==> src/rtl/p_mul_out_serializer_if.sv <==
// Bus between the 96-bit multiplier output, the serializer and the narrow output port.
interface p_mul_out_serializer_if #(
  parameter int DEPTH = 4,
  parameter int OUT_W = 16
);
  localparam int CW = $clog2(DEPTH) + 1;

  logic             in_valid;
  logic [95:0]      in;
  logic             out_ready;
  logic             out_valid;
  logic [OUT_W-1:0] out_data;
  logic             out_last;
  logic             overflow;
  logic [CW-1:0]    fifo_count;

  modport slave (
    input  in_valid, in, out_ready,
    output out_valid, out_data, out_last, overflow, fifo_count
  );

  modport master (
    output in_valid, in, out_ready,
    input  out_valid, out_data, out_last, overflow, fifo_count
  );
endinterface

==> src/rtl/p_mul_out_serializer.sv <==
// Buffers 96-bit products in a small FIFO and streams each one out as OUT_W-bit beats, MSB first.
//
// state | meaning
// IDLE  | nothing being sent; out_valid=0, waits for a queued product
// SEND  | head product on the bus, one beat per handshake
module p_mul_out_serializer #(
  parameter int DEPTH = 4,
  parameter int OUT_W = 16
) (
  input logic                   clk,
  input logic                   rst_n,
  p_mul_out_serializer_if.slave bus
);
  localparam int BEATS = 96 / OUT_W;
  localparam int BW    = (BEATS > 1) ? $clog2(BEATS) : 1;
  localparam int AW    = $clog2(DEPTH);
  localparam int CW    = AW + 1;

  typedef enum logic {IDLE, SEND} state_t;

  state_t           state_q, state_d;
  logic [95:0]      mem_q [DEPTH];
  logic [95:0]      mem_d [DEPTH];
  logic [AW-1:0]    wr_ptr_q, wr_ptr_d;
  logic [AW-1:0]    rd_ptr_q, rd_ptr_d;
  logic [CW-1:0]    count_q, count_d;
  logic [BW-1:0]    beat_q, beat_d;
  logic             out_valid_q, out_valid_d;
  logic [OUT_W-1:0] out_data_q, out_data_d;
  logic             out_last_q, out_last_d;
  logic             overflow_q, overflow_d;

  logic             full, pop, wr, drop;
  logic [AW-1:0]    rd_nx;
  logic [BW-1:0]    beat_nx;
  logic [95:0]      head, nxt_head;

  function automatic logic [OUT_W-1:0] chunk(input logic [95:0] e, input int k);
    return e[95 - k*OUT_W -: OUT_W];
  endfunction

  assign full     = (count_q == CW'(DEPTH));
  assign pop      = (state_q == SEND) && out_valid_q && bus.out_ready && out_last_q;
  assign wr       = bus.in_valid && (!full || pop);
  assign drop     = bus.in_valid && full && !pop;
  assign rd_nx    = rd_ptr_q + AW'(1);
  assign beat_nx  = beat_q + BW'(1);
  assign head     = mem_q[rd_ptr_q];
  // With one entry left, the next head can only be the product arriving this cycle.
  assign nxt_head = (count_q == CW'(1)) ? bus.in : mem_q[rd_nx];

  always_comb begin
    state_d     = state_q;
    mem_d       = mem_q;
    wr_ptr_d    = wr_ptr_q;
    rd_ptr_d    = rd_ptr_q;
    count_d     = count_q;
    beat_d      = beat_q;
    out_valid_d = out_valid_q;
    out_data_d  = out_data_q;
    out_last_d  = out_last_q;
    overflow_d  = overflow_q;

    if (wr) begin
      mem_d[wr_ptr_q] = bus.in;
      wr_ptr_d        = wr_ptr_q + AW'(1);
    end
    if (drop) overflow_d = 1'b1;

    case ({wr, pop})
      2'b10:   count_d = count_q + CW'(1);
      2'b01:   count_d = count_q - CW'(1);
      default: count_d = count_q;
    endcase

    case (state_q)
      IDLE: begin
        if (count_q != '0) begin
          state_d     = SEND;
          beat_d      = '0;
          out_valid_d = 1'b1;
          out_data_d  = chunk(head, 0);
          out_last_d  = 1'(BEATS == 1);
        end
      end
      SEND: begin
        if (bus.out_ready) begin
          if (out_last_q) begin
            rd_ptr_d = rd_nx;
            if (count_d != '0) begin
              beat_d     = '0;
              out_data_d = chunk(nxt_head, 0);
              out_last_d = 1'(BEATS == 1);
            end else begin
              state_d     = IDLE;
              out_valid_d = 1'b0;
              out_data_d  = '0;
              out_last_d  = 1'b0;
            end
          end else begin
            beat_d     = beat_nx;
            out_data_d = chunk(head, int'(beat_nx));
            out_last_d = (beat_nx == BW'(BEATS - 1));
          end
        end
      end
      default: state_d = IDLE;
    endcase
  end

  always_ff @(posedge clk or negedge rst_n) begin
    if (!rst_n) begin
      state_q     <= IDLE;
      for (int i = 0; i < DEPTH; i++) mem_q[i] <= '0;
      wr_ptr_q    <= '0;
      rd_ptr_q    <= '0;
      count_q     <= '0;
      beat_q      <= '0;
      out_valid_q <= 1'b0;
      out_data_q  <= '0;
      out_last_q  <= 1'b0;
      overflow_q  <= 1'b0;
    end else begin
      state_q     <= state_d;
      mem_q       <= mem_d;
      wr_ptr_q    <= wr_ptr_d;
      rd_ptr_q    <= rd_ptr_d;
      count_q     <= count_d;
      beat_q      <= beat_d;
      out_valid_q <= out_valid_d;
      out_data_q  <= out_data_d;
      out_last_q  <= out_last_d;
      overflow_q  <= overflow_d;
    end
  end

  assign bus.out_valid  = out_valid_q;
  assign bus.out_data   = out_data_q;
  assign bus.out_last   = out_last_q;
  assign bus.overflow   = overflow_q;
  assign bus.fifo_count = count_q;
endmodule

==> src/flat_wrapper.sv <==
// flat-port wrapper written by rule: the top's interface ports become plain ports
module p_mul_out_serializer_flat 
#(
  parameter int DEPTH = 4,
  parameter int OUT_W = 16
)
  (clk, rst_n, bus_in_valid, bus_in, bus_out_ready, bus_out_valid, bus_out_data, bus_out_last, bus_overflow, bus_fifo_count);
  p_mul_out_serializer_if #(.DEPTH(DEPTH), .OUT_W(OUT_W)) bus_i ();
  input logic clk;
  input logic rst_n;
  input wire logic [$bits(bus_i.in_valid)-1:0] bus_in_valid;
  input wire logic [$bits(bus_i.in)-1:0] bus_in;
  input wire logic [$bits(bus_i.out_ready)-1:0] bus_out_ready;
  output wire logic [$bits(bus_i.out_valid)-1:0] bus_out_valid;
  output wire logic [$bits(bus_i.out_data)-1:0] bus_out_data;
  output wire logic [$bits(bus_i.out_last)-1:0] bus_out_last;
  output wire logic [$bits(bus_i.overflow)-1:0] bus_overflow;
  output wire logic [$bits(bus_i.fifo_count)-1:0] bus_fifo_count;
  assign bus_i.in_valid = bus_in_valid;
  assign bus_i.in = bus_in;
  assign bus_i.out_ready = bus_out_ready;
  assign bus_out_valid = bus_i.out_valid;
  assign bus_out_data = bus_i.out_data;
  assign bus_out_last = bus_i.out_last;
  assign bus_overflow = bus_i.overflow;
  assign bus_fifo_count = bus_i.fifo_count;
  p_mul_out_serializer #(.DEPTH(DEPTH), .OUT_W(OUT_W)) u_core (.clk(clk), .rst_n(rst_n), .bus(bus_i));
endmodule
==> config.mk <==
export PLATFORM = sky130hd
export DESIGN_NAME = p_mul_out_serializer_flat
export DESIGN_NICKNAME = d
export VERILOG_FILES = /design/src/rtl/p_mul_out_serializer_if.sv /design/src/rtl/p_mul_out_serializer.sv /design/src/flat_wrapper.sv
export SDC_FILE = /design/constraint.sdc
export NUM_CORES = 1
export LEC_CHECK = 0
export ABC_AREA = 1
export BUFFER_PORTS_ARGS = -buffer_cell sky130_fd_sc_hd__buf_2
export CELL_PAD_IN_SITES_DETAIL_PLACEMENT = 0
export CELL_PAD_IN_SITES_GLOBAL_PLACEMENT = 2
export CORE_ASPECT_RATIO = 0.9
export CORE_UTILIZATION = 33
export CTS_CLUSTER_SIZE = 20
export DETAILED_ROUTE_END_ITERATION = 16
export GPL_TIMING_DRIVEN = 0
export MAX_ROUTING_LAYER = met4
export PLACE_DENSITY = 0.84
export SETUP_SLACK_MARGIN = 0.3
export SLEW_MARGIN = 20
export SYNTH_ARGS = -nofsm -noshare
export SYNTH_HDL_FRONTEND = slang
export SYNTH_SLANG_ARGS = --single-unit
==> constraint.sdc <==
create_clock -name clk -period 2.6 [get_ports clk]
set_clock_uncertainty 0.2 [all_clocks]
set_input_delay 0.13 -clock clk [delete_from_list [all_inputs] [get_ports clk]]
set_output_delay 0.13 -clock clk [all_outputs]
set_load 0.005 [all_outputs]
## Word level (Yosys, flattened, before mapping)

Cells that the tools add are included.

| storage, ports and cells | value |
|---|---|
| bits in registers | 414 |
| latch bits | 0 |
| memory bits (writable) | 0 |
| memory bits (read-only) | 0 |
| output and inout bits | 22 |
| memories kept | 0 |

| operators by class | value |
|---|---|
| add/subtract/negate cells | 6 |
| $mul | 0 |
| divide/modulo/power cells | 0 |
| magnitude comparators | 4 |
| equality and inequality tests | 10 |
| shifts and indexed selects | 1 |
| muxes and demuxes | 35 |
| bitwise operators | 4 |
| reductions and logical operators | 16 |

Operators by type and width:

| kind | number |
|---|---|
| $mux W96 | 6 |
| $bmux W96 S2 | 2 |
| $bwmux W384 | 1 |
| $demux W96 S2 | 1 |
| $shiftx A111 B32 Y16 | 1 |
| $mux W16 | 4 |
| $pmux W16 S2 | 1 |
| $mux W3 | 4 |
| $pmux W3 S2 | 2 |
| $mux W1 | 11 |
| $ge A3 B3 Y1 const B | 3 |
| $not A2 Y3 | 3 |
| $sub A7 B7 Y8 const A | 1 |
| $logic_and A1 B1 Y1 | 7 |
| $add A3 B1 Y3 const B | 2 |
| $eq A3 B3 Y1 const B | 2 |
| $ne A2 B2 Y1 const B | 3 |
| $pmux W1 S2 | 3 |
| $reduce_and A3 Y1 | 2 |
| $reduce_bool A3 Y1 | 2 |
| $add A2 B1 Y2 const B | 2 |
| $reduce_and A4 Y1 | 1 |
| $eq A3 B1 Y1 const B | 1 |
| $lt A3 B1 Y1 const B | 1 |
| 9 further kinds | 10 |

## Logic depth before layout (Yosys ltp)

| depth | value |
|---|---|
| depth in word-level cells | 12 |
| depth in mapped cells | 20 |

## Worst setup path before layout

No wires, ideal clock.

| timing path | value |
|---|---|
| path kind | register -> register |
| start | register u_core.count_q[0] (netlist: u_core.bus.fifo_count[0]) |
| end | register u_core.out_data_q[11] (netlist: u_core.bus.out_data[11]) |
| library setup time | 117 ps |
| data arrival time | 2265 ps |
| required time | 2283 ps |
| path slack | 18 ps |
| cell stages (with the launch flop) | 20 |
| path buffers | 1 |
| clock period less this slack | 2582 ps |
| cells stage by stage | dfrtp_1 inv_1 ha_1 nand3_2 nand2_4 inv_1 ha_1 inv_1 nand2_1 nand2_1 nand2_1 a21oi_1 nand2_1 nand2_1 buf_2 nor2_1 nor2_1 nand2_1 nand2_1 nand2_1 |

| on the way | value |
|---|---|
| longest elaborated chain between the ends | 11 |
| elaborated cells between the ends (all ways) | 19 |
| classes of those cells | add/sub (2); eq/ne (5); mux (6); reduce/logical (6) |

RTL lines:

| what | line | text |
|---|---|---|
| from (decl) | p_mul_out_serializer.sv:26 | `logic [CW-1:0] count_q, count_d;` |
| from (signal assigned) | p_mul_out_serializer.sv:128 | `count_q <= count_d;` |
| $eq A3 B3 Y1 (*) | p_mul_out_serializer.sv:42 | `assign full = (count_q == CW'(DEPTH));` |
| $logic_not A1 Y1 (*) | p_mul_out_serializer.sv:44 | `assign wr = bus.in_valid && (!full \|\| pop);` |
| $logic_or A1 B1 Y1 (*) | p_mul_out_serializer.sv:44 |  |
| $logic_and A1 B1 Y1 (*) | p_mul_out_serializer.sv:44 |  |
| net u_core.wr | p_mul_out_serializer.sv:33 | `logic full, pop, wr, drop;` |
| $eq A2 B1 Y1 or $eq A2 B2 Y1 (tied branches) | p_mul_out_serializer.sv:70 | `case ({wr, pop})` |
| $pmux W3 S2 (*) | p_mul_out_serializer.sv:70 |  |
| net u_core.count_d[0] | p_mul_out_serializer.sv:26 |  |
| $reduce_bool A3 Y1 (*) | p_mul_out_serializer.sv:90 | `if (count_d != '0) begin` |
| $mux W16 (*) | p_mul_out_serializer.sv:90 |  |
| $mux W16 (*) | p_mul_out_serializer.sv:88 | `if (out_last_q) begin` |
| $mux W16 (*) | p_mul_out_serializer.sv:87 | `if (bus.out_ready) begin` |
| $pmux W16 S2 (*) | p_mul_out_serializer.sv:76 | `case (state_q)` |
| to (signal assigned) | p_mul_out_serializer.sv:131 | `out_data_q <= out_data_d;` |
| to (decl) | p_mul_out_serializer.sv:29 | `logic [OUT_W-1:0] out_data_q, out_data_d;` |

The timed path passes the listed nets; every way through them passes the cells marked *. The select of a mux whose other input is x is not followed.
A chain may end at the register's enable or synchronous reset.

## Worst setup path in the final report

| timing path | value |
|---|---|
| start | register u_core.rd_ptr_q[1] |
| end | register u_core.out_data_q[1] (netlist: u_core.bus.out_data[1]) |

| on the way | value |
|---|---|
| longest elaborated chain between the ends | 10 |
| elaborated cells between the ends (all ways) | 16 |
| classes of those cells | add/sub (1); shift (1); mux (12); bitwise (2) |

RTL lines:

| what | line | text |
|---|---|---|
| from (decl) | p_mul_out_serializer.sv:25 | `logic [AW-1:0] rd_ptr_q, rd_ptr_d;` |
| from (signal assigned) | p_mul_out_serializer.sv:127 | `rd_ptr_q <= rd_ptr_d;` |
| parallel branches: the longest is 9 deep, another holds $shiftx A111 B32 Y16 | -- |  |
| $pmux W16 S2 (*) | p_mul_out_serializer.sv:76 |  |

Mark *: on every way between the ends. The select of a mux whose other input is x is not followed.

==> results.md <==
- Post-synthesis register bit count: slightly above 400
- CTS max path bufs: 3
- 1st-iter DRT viols: 1936
- Max-slew violations: 0
- Crit path top cell by count: nand3_1
- Nets@finish: 3099
- Routed vias/inst: approximately 5.1
- Sequential share of power: a little over a quarter
- FP Rows: 87
- Met3 wire length: 6.34 mm
- Met2 wire length: 37.4 mm
- Synthesized area: 0.0210 sq mm
- Hold Vio Cnt, Final: 0
- Switch share: between 40 and 50%
- Crit path kind: reg -> reg
- Total grt overflow: 0
- Root Buffer: clkbuf_16
- HPWL after detailed placement: 56.2 mm
- # DRC: 0
- Metal-1 WL: 36.4 mm
- Crit start category: flip-flop
- Detail Route Antenna Nets: 0
- Clock sink total: 414
- Cell count after synthesis: between 2000 and 3000
- Pin count of the biggest net entering global routing: 96
- CP max stage delay: 0.41 ns
- Worst path required time: 2.92 ns
- Sw Pwr: approximately 18 mW
- Pre-antenna DRT Iters: 5
- Seq/Total Area, Yosys: 49.3%
- Clk Latency, worst-skew pair: a little over 0.6 ns
- Slew headroom: a little under half
- GP Congestion: 0.909
- Type of the worst min-delay path: in -> reg
- Clock power share: 18.0%
- F_max: about 390 MHz
- Leakage: between 10 and 15 nW
- Clock slew at reported path FFs: 0.06 ns
- DRT Wirelength: ~82 mm
- Die width: 268 um
- Vias in the first global route: 19200
- Die height: 241 um
- Vias after detailed routing: 19900
- Int Power: 22.3 mW
- Layout cells sized above 1: 21.2%
- Pre-CTS WS: -0.680 ns
- PnR worst setup slack: 0.0283 ns
- Buffers on Ports: 121
- Worst EP arrival: 2.89 ns
- CP Max Fanout: 10
- Slowest CP cell: buf_2
- Die area: 0.0646 sq mm
- CP endpoint kind: flip-flop
- Initial antenna violation count: 0
- Core area: 0.0628 sq mm
- Boundary pin count: 122
- Min Clock Period, post-route: 2.57 ns
- Ant. Diodes: 0
- DR top layer: met4
- Reg2Reg Setup Slack: 0.03 ns
- Setup_tns: 0 ns
- Max VDD drop: 0.753 mV
- Synth cell types: 31
- Pwr dens: 1450 mW/mm^2
- H-tree depth: 2
- Outcome: completed
- Clock buffers created by TritonCTS: 48
- Area Growth Syn to Fin: 32.3%
- Synthesis Warnings: 0
- Tightest Pin Transition: approximately 0.81 ns
- Final Util: 44.2%
- Final setup vio count: 0
- RSZ-0062 raised after global routing: true
- Cells along the critical path: inv_1, buf_2, buf_2, o211ai_1, nand3_1, nand3_1, nand3_1, nand2_1, nand2_1, nand2_2, nand2_2
- GRT Util Overall: 25.5%
- Max-Cap Viols: 0
- First-pass GRT wire length: roughly 120 mm
- Syn nets: 2752
- Routed WL per cell: 21.3 um
- CTS tree: done
- Avg Cell Area, Syn: around 8 sq um
- Initial Util: 33.4%
- Tcrit/Tclk final: a little over nine tenths
- WHS: about 0.12 ns
- Combinational power share: 54.8%
critical path, delay by kind of cell (launching register included):
family | cells | cell delay, ns
flops | 1 | 0.39
simple gates | 7 | 0.82
compound gates | 1 | 0.18
buf+inv | 3 | 0.87
metal layers:
layer	up-vias	track usage [%]
li1	9107	-
met1	9845	35.0
met2	810	39.1
met3	126	3.64
met4	0	7.32
met5	-	-
area by class of cell:
type / count / area [sq um]
sequential: 414 / 10400
clock buffer: 75 / 1520
multi-input combinational: 1724 / 8990
buffer: 173 / 1630
inverter: 325 / 1230
fill: 6231 / 35000
clock inverter: 13 / 176
timing repair buffer: 299 / 2820
tap: 845 / 1060
layout by cell type, fill, tap and decap left out, drive strengths merged, types with 2 or more instances in the layout:
cell type      n
a21oi         34
buf          297
bufinv         4
clkbuf       149
clkinv        10
dfrtp        414
dlygate4sd3  101
ha            14
inv          324
mux2          96
nand2        829
nand3        280
nor2          52
o211ai        65
o21ai        332
or2           16
xor2           2
final timing paths:
kind | cells past startpoint | endpoint | startpoint
max in group asynchronous | 5 | u_core.mem_q[236] | rst_n
setup / recovery | 11 | u_core.bus.out_data[1] | u_core.rd_ptr_q[1]
min in group asynchronous | 4 | u_core.mem_q[314] | rst_n
setup reg to reg | 11 | u_core.bus.out_data[1] | u_core.rd_ptr_q[1]
hold reg to reg | 2 | u_core.bus.out_data[11] | u_core.bus.out_data[11]
hold / removal | 4 | u_core.mem_q[235] | bus_in[43]
state kept, by name, summed over array words and instances, names as in the netlist:
register and flops:
u_core.rd_ptr_q 2, u_core.bus.fifo_count 3, u_core.bus.out_data 16, u_core.bus.overflow 1, u_core.wr_ptr_q 2, u_core.mem_q 384, u_core.bus.out_last 1, u_core.bus.out_valid 1
u_core.beat_q 3, u_core.state_q 1
timing repair:
action                                  in CTS  in global routing
pin swaps                                   22                 43
buffers inserted                            28                 23
gates resized for setup                    147                276
gates cloned                                 0                 20
endpoints found under the setup margin     384                257
hold endpoints to repair                   657                  0
hold buffers                               102                  0
cells in the mapped netlist (all sizes together):
cell | n | area (sq um)
nand2 | 829 | 3120
dfrtp | 414 | 10400
o21ai | 332 | 1660
inv | 324 | 1220
nand3 | 280 | 1410
buf | 119 | 714
mux2 | 96 | 1080
o211ai | 65 | 488
clkbuf | 56 | 210
nor2 | 52 | 241
a21oi | 34 | 170
or2 | 16 | 100
ha | 14 | 175
xor2 | 2 | 17.5
and2 | 1 | 6.26
clkinv | 1 | 3.75
o21bai | 1 | 7.51
o22ai | 1 | 6.26
xnor2 | 1 | 8.76
power by group through the flow:
stage | combinational, mW | sequential [mW] | clock (mW)
2_1_floorplan | 11.8 | 10.7 | 0
3_3_place_gp | 18.0 | 10.9 | 0
3_5_place_dp | 18.3 | 11.0 | 0
4_1_cts | 20.0 | 10.9 | 7.37
5_1_grt | 24.0 | 11.3 | 7.61
6_report | 22.1 | 11.0 | 7.26
through the flow:
stage	std cells	total power, mW	area, sq um
floorplan	2638	22.4	21100
global route	3868	42.9	27800
CTS	3826	38.3	26300
finish	3868	40.3	27800
detailed placement	3609	29.3	22900
global placement	3604	28.9	22700
cell families (layout without fill, tap and decap cells):
group | Yosys count | count (layout) | share of synthesized area, %
AND/OR/NAND/NOR | 1178 | 1178 | 23.2
buffers and inverters | 500 | 885 | 10.2
AO/OA/AOI/OAI | 433 | 433 | 11.1
flip-flops | 414 | 414 | 49.3
multiplexers | 96 | 96 | 5.15
adder cells (fa/ha/maj) | 14 | 14 | 0.834
XOR/XNOR | 3 | 3 | 0.125
No activity file was read; power rests on OpenSTA's default activity.
